`config.mk`:
```
export PLATFORM = sky130hd
export DESIGN_NAME = alu_serial_ctrl
export DESIGN_NICKNAME = d
export VERILOG_FILES = /design/src/rtl/alu_serial_ctrl.sv
export SDC_FILE = /design/constraint.sdc
export NUM_CORES = 1
export LEC_CHECK = 0
export ABC_AREA = 1
export CAP_MARGIN = 20
export CORE_AREA = 2 2 45 89
export DETAILED_ROUTE_END_ITERATION = 8
export DIE_AREA = 0 0 47 91
export PLACE_DENSITY = 0.78
export SETUP_SLACK_MARGIN = 0.15
export SLEW_MARGIN = 20
export SYNTH_ARGS = -nofsm -noshare
export SYNTH_HDL_FRONTEND = slang
export SYNTH_SLANG_ARGS = --single-unit
```
`constraint.sdc`:
```
create_clock -name CLK -period 1.45 [get_ports CLK]
set_input_delay 0.2175 -clock CLK [delete_from_list [all_inputs] [get_ports CLK]]
set_output_delay 0.2175 -clock CLK [all_outputs]
set_load 0.01 [all_outputs]
```
`src/rtl/alu_serial_ctrl.sv`:
```
// Bit-serial controller for the 1-bit ALU slice, LSB first.
// Define ALU_SERIAL_OVF_EN to add the signed-overflow output OVF.
module alu_serial_ctrl #(
  parameter int W = 8
) (
  input  logic         CLK,
  input  logic         RST_N,
  input  logic         START,
  output logic         READY,
  input  logic [2:0]   OP,
  input  logic [W-1:0] OPA,
  input  logic [W-1:0] OPB,
  input  logic         CIN,
  output logic [2:0]   ALU_MODE,
  output logic         ALU_A,
  output logic         ALU_B,
  output logic         ALU_CIN,
  input  logic         ALU_X,
  input  logic         ALU_COUT,
  output logic [W-1:0] RESULT,
  output logic         CARRY,
  output logic         DONE,
`ifdef ALU_SERIAL_OVF_EN
  output logic         ERR,
  output logic         OVF
`else
  output logic         ERR
`endif
);

  localparam int CW = (W > 1) ? $clog2(W) : 1;
  localparam logic [CW-1:0] LAST = CW'(W - 1);
  localparam logic [2:0] OP_ADD = 3'b000;

  typedef enum logic [1:0] {
    S_IDLE,
    S_RUN,
    S_FIN
  } state_t;

  state_t state_q;
  state_t state_d;

  logic [2:0]    mode_q;
  logic [W-1:0]  sha_q;
  logic [W-1:0]  shb_q;
  logic          carry_q;
  logic [W-1:0]  result_q;
  logic          carry_o_q;
  logic          err_q;
  logic [CW-1:0] cnt_q;

  logic accept;
  logic run;
  logic last;
  logic op_legal;
  logic is_add;

  assign is_add = (mode_q == OP_ADD);

  // Opcode legality: add and the four logic ops only.
  always_comb begin
    op_legal = 1'b0;
    unique case (1'b1)
      (OP == 3'b000): op_legal = 1'b1;
      (OP == 3'b001): op_legal = 1'b1;
      (OP == 3'b010): op_legal = 1'b1;
      (OP == 3'b011): op_legal = 1'b1;
      (OP == 3'b100): op_legal = 1'b1;
      default:        op_legal = 1'b0;
    endcase
  end

  // State register.
  always_ff @(posedge CLK or negedge RST_N) begin
    if (!RST_N) begin
      state_q <= S_IDLE;
    end else begin
      state_q <= state_d;
    end
  end

  // Next-state and handshake/strobe decode.
  always_comb begin
    state_d = state_q;
    READY   = 1'b0;
    DONE    = 1'b0;
    accept  = 1'b0;
    run     = 1'b0;
    last    = 1'b0;
    unique case (state_q)
      S_IDLE: begin
        READY = 1'b1;
        if (START) begin
          accept  = 1'b1;
          state_d = op_legal ? S_RUN : S_FIN;
        end
      end
      S_RUN: begin
        run = 1'b1;
        if (cnt_q == LAST) begin
          last    = 1'b1;
          state_d = S_FIN;
        end
      end
      S_FIN: begin
        DONE    = 1'b1;
        state_d = S_IDLE;
      end
      default: begin
        state_d = S_IDLE;
      end
    endcase
  end

  // Slice drive: bits only while running, carry chain only for add.
  always_comb begin
    ALU_MODE = mode_q;
    ALU_A    = run & sha_q[0];
    ALU_B    = run & shb_q[0];
    ALU_CIN  = run & is_add & carry_q;
  end

  // Operand shifting, carry feedback and result assembly.
  always_ff @(posedge CLK or negedge RST_N) begin
    if (!RST_N) begin
      mode_q    <= '0;
      sha_q     <= '0;
      shb_q     <= '0;
      carry_q   <= 1'b0;
      result_q  <= '0;
      carry_o_q <= 1'b0;
      err_q     <= 1'b0;
      cnt_q     <= '0;
    end else if (accept) begin
      mode_q    <= OP;
      sha_q     <= OPA;
      shb_q     <= OPB;
      carry_q   <= CIN;
      result_q  <= '0;
      carry_o_q <= 1'b0;
      err_q     <= ~op_legal;
      cnt_q     <= '0;
    end else if (run) begin
      result_q <= W'({ALU_X, result_q} >> 1);
      carry_q  <= is_add & ALU_COUT;
      sha_q    <= sha_q >> 1;
      shb_q    <= shb_q >> 1;
      cnt_q    <= cnt_q + CW'(1);
      if (last) begin
        carry_o_q <= is_add & ALU_COUT;
      end
    end
  end

`ifdef ALU_SERIAL_OVF_EN
  logic ovf_q;

  // Signed overflow: carry into vs out of the sign bit.
  always_ff @(posedge CLK or negedge RST_N) begin
    if (!RST_N) begin
      ovf_q <= 1'b0;
    end else if (accept) begin
      ovf_q <= 1'b0;
    end else if (run && last) begin
      ovf_q <= is_add & (ALU_CIN ^ ALU_COUT);
    end
  end

  assign OVF = ovf_q;
`endif

  assign RESULT = result_q;
  assign CARRY  = carry_o_q;
  assign ERR    = err_q;

endmodule

```
* Word level (Yosys, flattened, before mapping)
Index checks and enable logic that the tools add are counted.
** Storage, ports and cells
- Register bits after elaboration :: 35
- Memory bits (writable) :: 0
- Bits in read-only memories :: 0
- Memories kept :: 0
- Bits in latches :: 0
- Input bits :: 25
- Output and inout bits :: 18
** Operators by class
- Shift-type cells :: 0
- Multiplexer cells :: 25
- Multiply operators :: 0
- Equal/unequal tests :: 9
- Bitwise gates (word level) :: 6
- Add/subtract/negate cells :: 1
- Reduce and logical (&&, ||, !) cells :: 8
- Div/mod/pow operators :: 0
- $lt $le $gt $ge :: 0
** Operators with widths (count)
- 8-bit two-way mux :: 6
- 1-bit two-way mux :: 13
- 3-bit by 2-bit equality test with 1-bit output, second input constant :: 2
- 3-bit equality test, second input constant :: 2
- 3-bit logical NOT :: 2
- 2-bit two-way mux :: 3
- 3-bit two-way mux :: 2
- 1-bit bitwise AND :: 5
- 5-bit OR reduction :: 1
- 2-bit inequality test, second input constant :: 2
- 2-bit one-hot mux with 2 select lines :: 1
- 2-bit AND reduction :: 2
- 2-bit nonzero test :: 2
- 3-bit by 1-bit adder with 3-bit output, second input constant :: 1
- 3-bit by 1-bit equality test with 1-bit output, second input constant :: 1
- 2-bit by 1-bit equality test with 1-bit output, second input constant :: 1
- 2-bit equality test, second input constant :: 1
- 2-bit logical NOT :: 1
- 1-bit NOT :: 1

* Depth between registers and ports, before layout
- Depth in word-level cells :: 6
- Mapped depth :: 7
- Depth with buffers taken out :: 7

* Least setup slack after synthesis
OpenSTA, ideal clock, no wires.
- Path type :: reg2reg
- Start :: reg cnt_q[0]
- End :: reg carry_o_q (netlist: CARRY)
- Cell stages (with the launch flop) :: 8
- Slack :: 0.350 ns
- Data required time :: 1.379 ns
- Period minus slack after synthesis :: 1.100 ns
- Buffers on the path :: 0
- Arrival time :: 1.029 ns
- Cell sequence :: dfrtp_1 > ha_1 > ha_1 > nand3_1 > inv_1 > nand2_1 > inv_1 > nor2_1
** Between the ends
- Longest elaborated chain between the ends :: 5
** RTL lines
- from (decl) :: line 51 : logic [CW-1:0] cnt_q;
- from (signal assigned) :: line 149 : cnt_q <= cnt_q + CW'(1);
- 3-bit equality test :: line 101 : if (cnt_q == LAST) begin
- 1-bit two-way mux :: line 101
- 1-bit two-way mux :: line 91 : unique case (state_q)
- 2-bit nonzero test (no source line)
- 2-bit AND reduction (no source line)
- to (signal assigned) :: line 151 : carry_o_q <= is_add & ALU_COUT;
- to (decl) :: line 49 : logic carry_o_q;
Every way passes these cells.
A chain may end at the register's enable or synchronous reset.

* Worst setup path after layout
- Start :: reg mode_q[0] (netlist: ALU_MODE[0])
- End :: out ALU_CIN
** Between the ends
- Longest elaborated chain between the ends :: 3
** RTL lines
- from (decl) :: line 44 : logic [2:0] mode_q;
- from (signal assigned) :: line 127 : mode_q <= '0;
- from (signal assigned) :: line 136 : mode_q <= OP;
- 3-bit logical NOT :: line 59 : assign is_add = (mode_q == OP_ADD);
- 1-bit bitwise AND (2 in a row) :: line 121 : ALU_CIN = run & is_add & carry_q;
- to (decl) :: line 17 : output logic ALU_CIN,
Every way passes these cells.

==> results.md <==
- Status: completed
- GR peak layer: met2
- Worst-Margin Slew: 382 ps
- Final Setup Violations: 0
- Post-Place Cells: 283
- Placer Congestion: 0.784
- Die Area: 4280 um2
- Worst flop-to-flop path endpoint: sha_q[0]$_DFFE_PN0P_
- Reg2reg start: state_q[0]$_DFFE_PN0P_
- Via density: 4.70
- Power per cell area: 1970 nW/um2
- Final min period: 1320 ps
- Crit end category: primary output
- Post-synth cell types: 17
- Placement Rows: 31
- Synthesized area: 1570 um2
- Cell depth of the worst setup path: 4
- WL final: 3.42 mm
- NumNets Final: 271
- CP arrival: 1100 ps
- DRT iter0 DRCs: 32
- LEAKAGE: 1.20 nW
- Antenna-violating nets left: 0
- Placeable Area: 3570 um2
- Met2 GRT Util: 32.0%
- Kind of critical path: reg2out
- WP data required: 1230 ps
- Met3 usage: 2.98%
- GRT overflow: 0
- Wire per inst: 11.6 um
- Final period util: 91.2%
- CTS Buffer Depth: 2
- R2r setup slk: 150 ps
- Cell Chain, Critical Path: nor2_2, nand3_1, nor2_1, buf_2
- Final Total Pwr: 4.44 mW
- MaxCap Viol Count: 0
- Critical path fanouts, max: 3
- Post-route DRC violation count: 0
- Fmax: 757 MHz
- Fin. Hold Viols: 0
- Placed Area: 2130 um2
- Final instance area: 2260 um2
- Vias: 1,382
- Drt pass-1 iters: 4
- Syn_nets: 213
- Sequential area share after synthesis: 55.9%
- Largest net degree at the start of global routing: 36
- RSZ-0062 raised after global routing: true
- Crit path launch type: register
- Synthesis-to-finish area growth: 44.3%
- Buf/Inv on CP: 1
- Setup_tns: 0 ps
- Yosys Warn Count: 0
- Cts bufs inserted: 5
- Skew final: 8.35 ps
- Worst Hold Class: in2async
- CTS root buf: clkbuf_8
- Starting Density: 43.9%
- Non-filler instance count after layout: 294
- Worst-Skew Late Latency: 280 ps
- Utilization of the core after routing: 63.4%
- Post-DP HPWL: 2.39 mm
- Clk sinks: 35
- H-tree level count: 2
- Synthesized netlist cell count: 186
- Reg2Reg Depth: 6
- Antenna violations before repair: 0
- Port buffer count: 42
- Max-slew headroom: 74.3%
- Max incr delay on CP: 400 ps
- Synthesized area per cell: 8.42 um2
- Grt met1 use: 20.6%
- Die Span Y: 91 um
- CTS tree: done
- VDD IR max: 1.21 mV
- Vias in the first global route: 1,357
- Die Wd: 47 um
- Total track usage: 18.4%
- Number of synthesized register bits: 35
- CP delay by family, top: flip-flops
- Reg clk slew, reported paths: 70 ps
- First-pass GRT wire length: 5.73 mm
- Share of cells above drive strength 1: 17.1%
- Top Ports: 43
- ANT cells: 0
- Slowest cell on crit path: dfrtp_1
- Max-slew violations: 0
-- cells in the mapped netlist --
| cell type | instances | area, um2 |
|---|---|---|
| nor2_1 | 7 | 26.3 |
| inv_1 | 9 | 33.8 |
| o21ai_2 | 1 | 8.76 |
| inv_2 | 1 | 3.75 |
| nand4_1 | 1 | 6.26 |
| nand3_1 | 17 | 85.1 |
| dfrtp_1 | 35 | 876 |
| buf_6 | 3 | 33.8 |
| nand3_2 | 1 | 10.0 |
| buf_4 | 1 | 7.51 |
| buf_8 | 1 | 15.0 |
| nor2_4 | 2 | 22.5 |
| o21ai_0 | 4 | 20.0 |
| ha_1 | 2 | 25.0 |
| o21ai_4 | 1 | 16.3 |
| buf_2 | 1 | 5.00 |
| nand2_1 | 99 | 372 |
-- flip-flops by register name (all words and copies together) (netlist names) --
signal / cells
ALU_MODE: 3
CARRY: 1
ERR: 1
RESULT: 8
carry_q: 1
cnt_q: 3
sha_q: 8
shb_q: 8
state_q: 2
-- kinds of logic (layout without fill, tap and decap cells) --
| logic type | after synthesis | in the layout | synth area share [%] |
|---|---|---|---|
| AOI/OAI and AO/OA | 6 | 6 | 2.88 |
| adders and majority gates | 2 | 2 | 1.60 |
| buffers and inverters | 16 | 75 | 6.31 |
| and+or+nand+nor | 127 | 127 | 33.3 |
| DFF | 35 | 35 | 55.9 |
-- per-stage QoR --
step                worst slack, ps  hold slack [ps]
finish                          128              298
global route                   61.5              316
floorplan                       350            -78.1
global placement               43.5              454
CTS                            10.4              302
detailed placement             14.8              459
-- cell usage in the layout (no fill, tap or decap) --
cell type,instances
o21ai_2,1
nand4_1,1
clkinv_4,1
nand2_4,1
buf_2,3
buf_12,4
clkbuf_2,1
clkdlybuf4s50_1,24
clkinv_2,1
inv_1,8
nor2_1,4
nand3_1,16
nand2_1,98
nor2_4,4
dfrtp_2,1
nand3_2,2
bufinv_16,1
o21ai_4,1
dfrtp_1,34
ha_1,2
buf_4,11
nor2_2,1
inv_2,2
o21ai_0,4
buf_6,2
dlygate4sd2_1,12
clkbuf_8,5
-- power by group --
part | total [mW] | internal (mW) | switching (mW)
Clock | 0.861 | 0.511 | 0.350
Sequential | 1.62 | 1.37 | 0.243
Combinational | 1.97 | 0.930 | 1.04
Total | 4.44 | 2.82 | 1.63
-- how the worst max path moves through the flow --
| stage | from | endpoint |
|---|---|---|
| 6_report | ALU_MODE[0]$_DFFE_PN0P_ | ALU_CIN |
| 5_1_grt | ALU_MODE[0]$_DFFE_PN0P_ | ALU_CIN |
| 4_1_cts | ALU_MODE[1]$_DFFE_PN0P_ | ALU_CIN |
| 3_5_place_dp | ALU_MODE[0]$_DFFE_PN0P_ | ALU_CIN |
| 3_3_place_gp | state_q[1]$_DFFE_PN0P_ | READY |
| 2_1_floorplan | cnt_q[0]$_DFFE_PN0P_ | CARRY$_DFFE_PN0P_ |
-- layout make-up --
class	instances	area, um2
multi-input cells	135	622
inverters	10	37.5
clock buffers	5	68.8
fillers	332	1310
flip-flops and latches	35	877
well taps	49	61.3
clock inverters	3	43.8
repair buffers	57	551
-- routing by layer --
metal | vias to the layer above | share of wire, %
li1 | 693 | -
met1 | 647 | 39
met2 | 36 | 55
met3 | 6 | 4.0
met4 | 0 | 2.0
met5 | - | 0
-- what timing repair did --
item                                    CTS  global route
hold buffers                              0             0
gates resized for setup                  38             9
cloned                                    0             0
pin swaps                                 0             2
endpoints found under the setup margin   18            30
buffers inserted                          2             1
Note: power is estimated with default switching activity, not from simulation.
